### config.mk
export PLATFORM = sky130hd
export DESIGN_NAME = pipeline_stall_controller
export DESIGN_NICKNAME = d
export VERILOG_FILES = /design/src/rtl/pipeline_stall_controller.sv
export SDC_FILE = /design/constraint.sdc
export NUM_CORES = 1
export LEC_CHECK = 0
export CORE_ASPECT_RATIO = 2
export CORE_MARGIN = 2
export CORE_UTILIZATION = 55
export CTS_CLUSTER_DIAMETER = 50
export DETAILED_ROUTE_END_ITERATION = 12
export HOLD_SLACK_MARGIN = 0.15
export PLACE_DENSITY_LB_ADDON = 0.2
export RECOVER_POWER = 50
export REMOVE_ABC_BUFFERS = 1
export SETUP_SLACK_MARGIN = 0.1
export SLEW_MARGIN = 0
export SYNTH_ARGS = -nofsm -noshare
export SYNTH_HDL_FRONTEND = slang
export SYNTH_SLANG_ARGS = --single-unit
### constraint.sdc
create_clock -name clk -period 5 [get_ports clk]
set_input_delay 1.25 -clock clk [delete_from_list [all_inputs] [get_ports clk]]
set_output_delay 1.25 -clock clk [all_outputs]
set_load 0.01 [all_outputs]
### src/rtl/pipeline_stall_controller.sv
// Pipeline hazard/flush/memory-wait control with saturating stall statistics
// and a sticky watchdog for hazard stalls that never resolve.
module pipeline_stall_controller #(
  parameter int COUNT_W        = 16,
  parameter int HAZARD_TIMEOUT = 8,
  parameter int FLUSH_CYCLES   = 1
) (
  input  logic               clk,
  input  logic               rst,
  input  logic               hazard_detected,
  input  logic               branch_taken,
  input  logic               mem_access,
  input  logic               mem_ready,
  output logic               freeze_pc,
  output logic               freeze_if_id,
  output logic               bubble_id_ex,
  output logic               flush_if_id,
  output logic               freeze_back,
  output logic [COUNT_W-1:0] hazard_stalls,
  output logic [COUNT_W-1:0] mem_stalls,
  output logic [COUNT_W-1:0] flushes,
  output logic               deadlock_error
);

  localparam int RUN_W = $clog2(HAZARD_TIMEOUT + 1);
  localparam int REM_W = (FLUSH_CYCLES > 1) ? $clog2(FLUSH_CYCLES) : 1;
  localparam logic [REM_W-1:0] FLUSH_LOAD = REM_W'(FLUSH_CYCLES - 1);
  localparam logic [RUN_W-1:0] RUN_LIMIT  = RUN_W'(HAZARD_TIMEOUT);

  typedef enum logic [1:0] {RUN, MEM_WAIT, FLUSH} state_t;

  state_t           state;
  logic [REM_W-1:0] flush_rem;
  logic [RUN_W-1:0] hazard_run;

  logic mem_wait;
  logic flush_active;
  logic do_flush;
  logic do_stall;

  function automatic logic [COUNT_W-1:0] sat_inc(input logic [COUNT_W-1:0] v);
    return (&v) ? v : v + COUNT_W'(1);
  endfunction

  // MEM_WAIT resumes whichever of RUN/FLUSH it interrupted, decided by the
  // paused flush count.
  assign mem_wait     = mem_access & ~mem_ready;
  assign flush_active = (state == FLUSH) || ((state == MEM_WAIT) && (flush_rem != '0));
  assign do_flush     = ~mem_wait & (branch_taken | flush_active);
  assign do_stall     = ~mem_wait & ~branch_taken & ~flush_active & hazard_detected;

  assign freeze_pc    = ~rst & (mem_wait | do_stall);
  assign freeze_if_id = ~rst & (mem_wait | do_stall);
  assign freeze_back  = ~rst & mem_wait;
  assign bubble_id_ex = ~rst & (do_flush | do_stall);
  assign flush_if_id  = ~rst & do_flush;

  always_ff @(posedge clk) begin
    if (rst) begin
      state          <= RUN;
      flush_rem      <= '0;
      hazard_run     <= '0;
      hazard_stalls  <= '0;
      mem_stalls     <= '0;
      flushes        <= '0;
      deadlock_error <= 1'b0;
    end else if (mem_wait) begin
      state      <= MEM_WAIT;
      mem_stalls <= sat_inc(mem_stalls);
      hazard_run <= '0;
    end else if (branch_taken) begin
      flushes    <= sat_inc(flushes);
      flush_rem  <= FLUSH_LOAD;
      state      <= (FLUSH_LOAD != '0) ? FLUSH : RUN;
      hazard_run <= '0;
    end else if (flush_active) begin
      flush_rem  <= flush_rem - REM_W'(1);
      state      <= (flush_rem == REM_W'(1)) ? RUN : FLUSH;
      hazard_run <= '0;
    end else begin
      state <= RUN;
      if (hazard_detected) begin
        hazard_stalls <= sat_inc(hazard_stalls);
        if (hazard_run != RUN_LIMIT)
          hazard_run <= hazard_run + RUN_W'(1);
        if (hazard_run >= RUN_LIMIT - RUN_W'(1))
          deadlock_error <= 1'b1;
      end else begin
        hazard_run <= '0;
      end
    end
  end

endmodule

==> impl_metrics.json, run 1 <==
{
  "final_cell_mix": "56 x dfxtp_1, 51 x nor2_1, 38 x dlygate4sd3_1, 25 x xnor2_1, 20 x clkdlybuf4s50_1",
  "final.setup.tns_ns": 0,
  "drv_cap": 0,
  "cts_resized": 0,
  "fin_area_um2": 3510,
  "clock_latency_ns": 0.31,
  "p_leak_nw": 1.27,
  "setup.worst_path.end": "freeze_pc",
  "status": "finished clean",
  "syn_area_per_cell_um2": 8.79,
  "synthMuxAreaShare": 0.0178,
  "synth.distinct_cells": 52,
  "worst_pin_slew_ns": 0.702,
  "path_clk_slew_ns": 0.10,
  "synth_ff_type": "dfxtp_1",
  "syn_inst": 319,
  "p_per_area_nw_per_um2": 214,
  "timing.critical_path.buf_inv": 2,
  "drive_above_1_share": 0.0796,
  "r2r_slack_ns": 2.95,
  "htree_levels": 2,
  "numClockSinks": 56,
  "die-width_um": 54.5,
  "cts_root_buf": "clkbuf_8",
  "cts.path.max_buffers": 2,
  "start_kind": "input pin",
  "routed_wl_mm": 6.35,
  "dieArea_um2": 5720,
  "setup_ws_ns": 0.528,
  "synth_top_family_by_area": "simple AND/OR/NAND/NOR gates",
  "synth-xor-area-share": 0.112,
  "r2r_start": "hazard_stalls[0]",
  "crit_family": "buffers and inverters",
  "start_util": 0.571,
  "area_delta_synth_final_pct": 25.2,
  "pre_cts_ws_ns": 0.536,
  "netlist_area_um2": 2810,
  "ir_drop_v": 0.000241,
  "worstSetupPathType": "input pin to primary output",
  "slowest_stage": "dlygate4sd3_1",
  "slew_viol_final": 0,
  "first_global_vias": 2437,
  "row_count": 36,
  "n_fill_cell": 407,
  "timing.fmax_mhz": 224,
  "hold_viol_final": 0,
  "nets": 387,
  "cp.required_ns": 3.75,
  "firstDrtPassIters": 4,
  "cts_tree": "done",
  "overflow": 0,
  "n_antenna_cell": 0,
  "worst-endpoint-arrival_ns": 3.22,
  "dr.first_iter.drc_count": 50,
  "place_congestion": 0.767,
  "wl_per_cell_um": 14.6,
  "ant_nets": 0,
  "rr_endpoint": "hazard_stalls[13]",
  "slowest_delay_ns": 0.72,
  "layoutNonFillerInstCount": 434,
  "grt_usage": 0.237,
  "crit_chain": "dlygate4sd3_1, nor2_8, nand2_1, a21oi_1, clkdlybuf4s50_1",
  "drc": 0,
  "hold_depth": 2,
  "skew_ns": 0.0108,
  "synthAdderAreaFrac": 0.0223,
  "yosysWarningCount": 0,
  "placed_cell_area_um2": 3430,
  "synth_compound_area_frac": 0.0745,
  "grt_setup_unrepaired": "no",
  "ys_seq_area_frac": 0.400,
  "die_h_um": 105,
  "rr_worst_depth": 6,
  "ctsHoldBuffers": 0,
  "timing.final.crit_period_ns": 4.47,
  "hp-class": "register to register",
  "final-setup-viol-count": 0,
  "worstSetupPathDepth": 5,
  "cp-startpoint": "branch_taken",
  "post_cts_buffers": 0,
  "io_buffers": 59,
  "pin_count": 60,
  "antenna_found_initial": 0,
  "synth_edf_count": 0,
  "dp_cells": 426,
  "synth_seq_cells": 56,
  "viasPerCell": 5.88,
  "crit_path_end_kind": "primary output",
  "grt_max_degree": 32,
  "grt_pass1_wl_mm": 10.5,
  "async_flop_share": 0,
  "dp_hpwl_mm": 4.77,
  "synthSimpleGateAreaFrac": 0.339,
  "post-route-period-util": 0.894,
  "numCtsBuffers": 5,
  "core_region_area_um2": 4910,
  "worst-path-max-fanout": 10,
  "relSlewSlack": 0.520,
  "route.vias.total": 2553,
  "final_common_cell": "dfxtp_1"
}
[per-layer routing]
layer	vias to the layer above	global-route usage	share of wire
met3	7	0.0357	0.036
met1	1246	0.253	0.39
met2	54	0.444	0.57
li1	1246	-	-
met4	0	0.0643	0.012
met5	-	0	0
[per-stage QoR]
| stage | util | hold slack [ns] | total power [mW] |
|---|---|---|---|
| after global routing | 0.715 | 0.539 | 0.782 |
| final | 0.715 | 0.470 | 0.753 |
| after CTS | 0.717 | 0.478 | 0.759 |
| after detailed placement | 0.699 | 0.455 | 0.520 |
| after floorplan | - | 0.465 | 0.487 |
| after global placement | 0.699 | 0.462 | 0.518 |
[Yosys cell counts, types with 4 or more instances]
cell type  count  area share
inv_1          8       0.011
nor4_2         6       0.027
mux2i_1        5       0.018
ha_1           5       0.022
nor3_1        16       0.029
nor2_1        51       0.068
dfxtp_1       56        0.40
nand3_1       16       0.029
xor2_1        11       0.034
nand4_1       17       0.038
a31oi_1        5       0.011
nand2b_1       4      0.0089
buf_2          5      0.0089
xnor2_1       25       0.078
a21oi_1        9       0.016
clkbuf_1       6      0.0080
nand2_1       14       0.019
o21ai_0        5      0.0089
and3_1         5       0.011
or3_1          6       0.013
[flip-flops by register name, summed over array words and instances, names as in the netlist]
name and flops:
flushes 16, hazard_stalls 16, mem_stalls 16, hazard_run 4, state 2, deadlock_error 1
flush_rem 1
[where the power goes]
group,internal (mW),switching (mW)
sequential,0.450,0.00522
combinational,0.0229,0.0292
clock,0.100,0.145
[cell type report]
class / count / area, um^2 / area share
multi-input cells: 241 / 1580 / 0.449
flip-flops and latches: 56 / 1120 / 0.319
repair buffers: 64 / 623 / 0.177
clock buffers: 6 / 72.6 / 0.0207
well taps: 57 / 71.3 / 0.0203
inverters: 8 / 30.0 / 0.00855
clock inverters: 2 / 16.3 / 0.00463
[tightest hold or removal path, stage by stage, from the launching register on]
cell and delay, ns:
dfxtp_1 0.33, a31oi_1 0.04, nor2_1 0.07
[kinds of logic (layout without fill, tap and decap cells)]
kind of cell    Yosys count  count (layout)
compound gates           31              31
xor+xnor                 36              36
fa+ha+maj                 5               5
buf+inv                  22              80
flops                    56              56
mux                       5               5
simple gates            164             164
[worst min path at each step]
stage | startpoint | to | slack, ns
after floorplan | flush_rem | state[1] | 0.46
after global placement | deadlock_error | deadlock_error | 0.46
after detailed placement | deadlock_error | deadlock_error | 0.46
after CTS | deadlock_error | deadlock_error | 0.48
after global routing | deadlock_error | deadlock_error | 0.54
final | deadlock_error | deadlock_error | 0.47
Power figures use the tool's default switching activity.
==> inputs of run 2 (changes only) <==
- CAP_MARGIN: unset -> 20
- clock period: 5 -> 5.7 ns (I/O delays scaled with it)
==> impl_metrics.json, run 2 (synthesized netlist as in run 1, its figures left out) <==
{
  "die-width_um": 54.5,
  "grt_max_degree": 38,
  "pre_cts_ws_ns": 0.875,
  "post-route-period-util": 0.843,
  "start_kind": "input pin",
  "n_antenna_cell": 0,
  "setup_ws_ns": 0.897,
  "cts_root_buf": "clkbuf_8",
  "area_delta_synth_final_pct": 24.2,
  "final-setup-viol-count": 0,
  "path_clk_slew_ns": 0.10,
  "cp.required_ns": 4.28,
  "final_cell_mix": "56 x dfxtp_1, 51 x nor2_1, 38 x dlygate4sd3_1, 25 x xnor2_1, 20 x clkdlybuf4s50_1",
  "grt_pass1_wl_mm": 10.9,
  "post_cts_buffers": 0,
  "core_region_area_um2": 4910,
  "drv_cap": 0,
  "wl_per_cell_um": 14.9,
  "die_h_um": 105,
  "seqCellArea_um2": 1120,
  "first_global_vias": 2323,
  "worst-endpoint-arrival_ns": 3.38,
  "p_per_area_nw_per_um2": 187,
  "worst_pin_slew_ns": 0.686,
  "ant_nets": 0,
  "multi_input_comb_area_um2": 1580,
  "overflow": 0,
  "relSlewSlack": 0.531,
  "cts_resized": 0,
  "pin_count": 60,
  "viasPerCell": 5.88,
  "skew_ns": 0.00663,
  "dp_hpwl_mm": 4.67,
  "final_common_cell": "dfxtp_1",
  "p_leak_nw": 1.26,
  "route.vias.total": 2535,
  "nets": 385,
  "cts.path.max_buffers": 2,
  "status": "finished clean",
  "drc": 0,
  "row_count": 36,
  "final.setup.tns_ns": 0,
  "cts_tree": "done",
  "timing.final.crit_period_ns": 4.80,
  "crit_path_end_kind": "primary output",
  "routed_wl_mm": 6.40,
  "reg_top3": "flushes (16), hazard_stalls (16), mem_stalls (16)",
  "r2r_slack_ns": 3.61,
  "grt_usage": 0.250,
  "place_congestion": 0.836,
  "clock_latency_ns": 0.32,
  "hold_viol_final": 0,
  "io_buffers": 59,
  "timing.fmax_mhz": 208,
  "drive_above_1_share": 0.0722,
  "htree_levels": 2,
  "worst-path-max-fanout": 7,
  "hp-class": "register to register",
  "antenna_found_initial": 0,
  "ir_drop_v": 0.000273,
  "slew_viol_final": 0,
  "dr.first_iter.drc_count": 79,
  "firstDrtPassIters": 4,
  "n_fill_cell": 391,
  "worstSetupPathType": "input pin to primary output",
  "dieArea_um2": 5720,
  "numCtsBuffers": 5,
  "ctsHoldBuffers": 0,
  "grt_setup_unrepaired": "no",
  "start_util": 0.571,
  "numClockSinks": 56
}
run 2: cell types whose count changed in the layout (fill, tap and decap cells not counted), sizes merged:
cell	delta
buf	-2
clkinvlp	-1
run 2: final timing paths:
path,cells after the start,startpoint,to
setup / recovery,6,mem_ready,bubble_id_ex
hold / removal,2,deadlock_error,deadlock_error
setup reg to reg,6,hazard_stalls[0],hazard_stalls[13]
hold reg to reg,2,deadlock_error,deadlock_error
run 2: metal layers:
| layer | part of all wire | track usage |
|---|---|---|
| met5 | 0 | 0 |
| met4 | 0.025 | 0.105 |
| met3 | 0.041 | 0.0686 |
| met2 | 0.55 | 0.409 |
| met1 | 0.38 | 0.292 |
run 2: cell type report:
type                            instances  area share
Multi-Input combinational cell        241       0.452
Inverter                                8     0.00862
Tap cell                               57      0.0205
Timing Repair Buffer                   62       0.175
Clock buffer                            6      0.0208
Sequential cell                        56       0.322
Clock inverter                          1     0.00144
run 2: power breakdown:
part	total, mW	switching [mW]	internal (mW)
Sequential	0.399	0.00460	0.395
Combinational	0.0445	0.0251	0.0194
Clock	0.209	0.125	0.0840
Total	0.652	0.154	0.498
run 2: through the flow:
| step | hold slack (ns) | utilization | cell area, um^2 | cells | power [mW] |
|---|---|---|---|---|---|
| 3_3_place_gp | 0.468 | 0.696 | 3420 | 424 | 0.453 |
| 4_1_cts | 0.490 | 0.712 | 3500 | 431 | 0.659 |
| 2_1_floorplan | 0.465 | - | 2740 | 305 | 0.428 |
| 6_report | 0.489 | 0.710 | 3480 | 431 | 0.652 |
| 3_5_place_dp | 0.468 | 0.696 | 3420 | 424 | 0.454 |
| 5_1_grt | 0.514 | 0.710 | 3480 | 431 | 0.678 |
run 2: worst max-delay path: stages:
cell and delay (ns):
dlygate4sd3_1 0.54, nor2b_1 0.40, buf_4 0.25, nor3_1 0.07, o21bai_1 0.19, clkdlybuf4s50_1 0.50
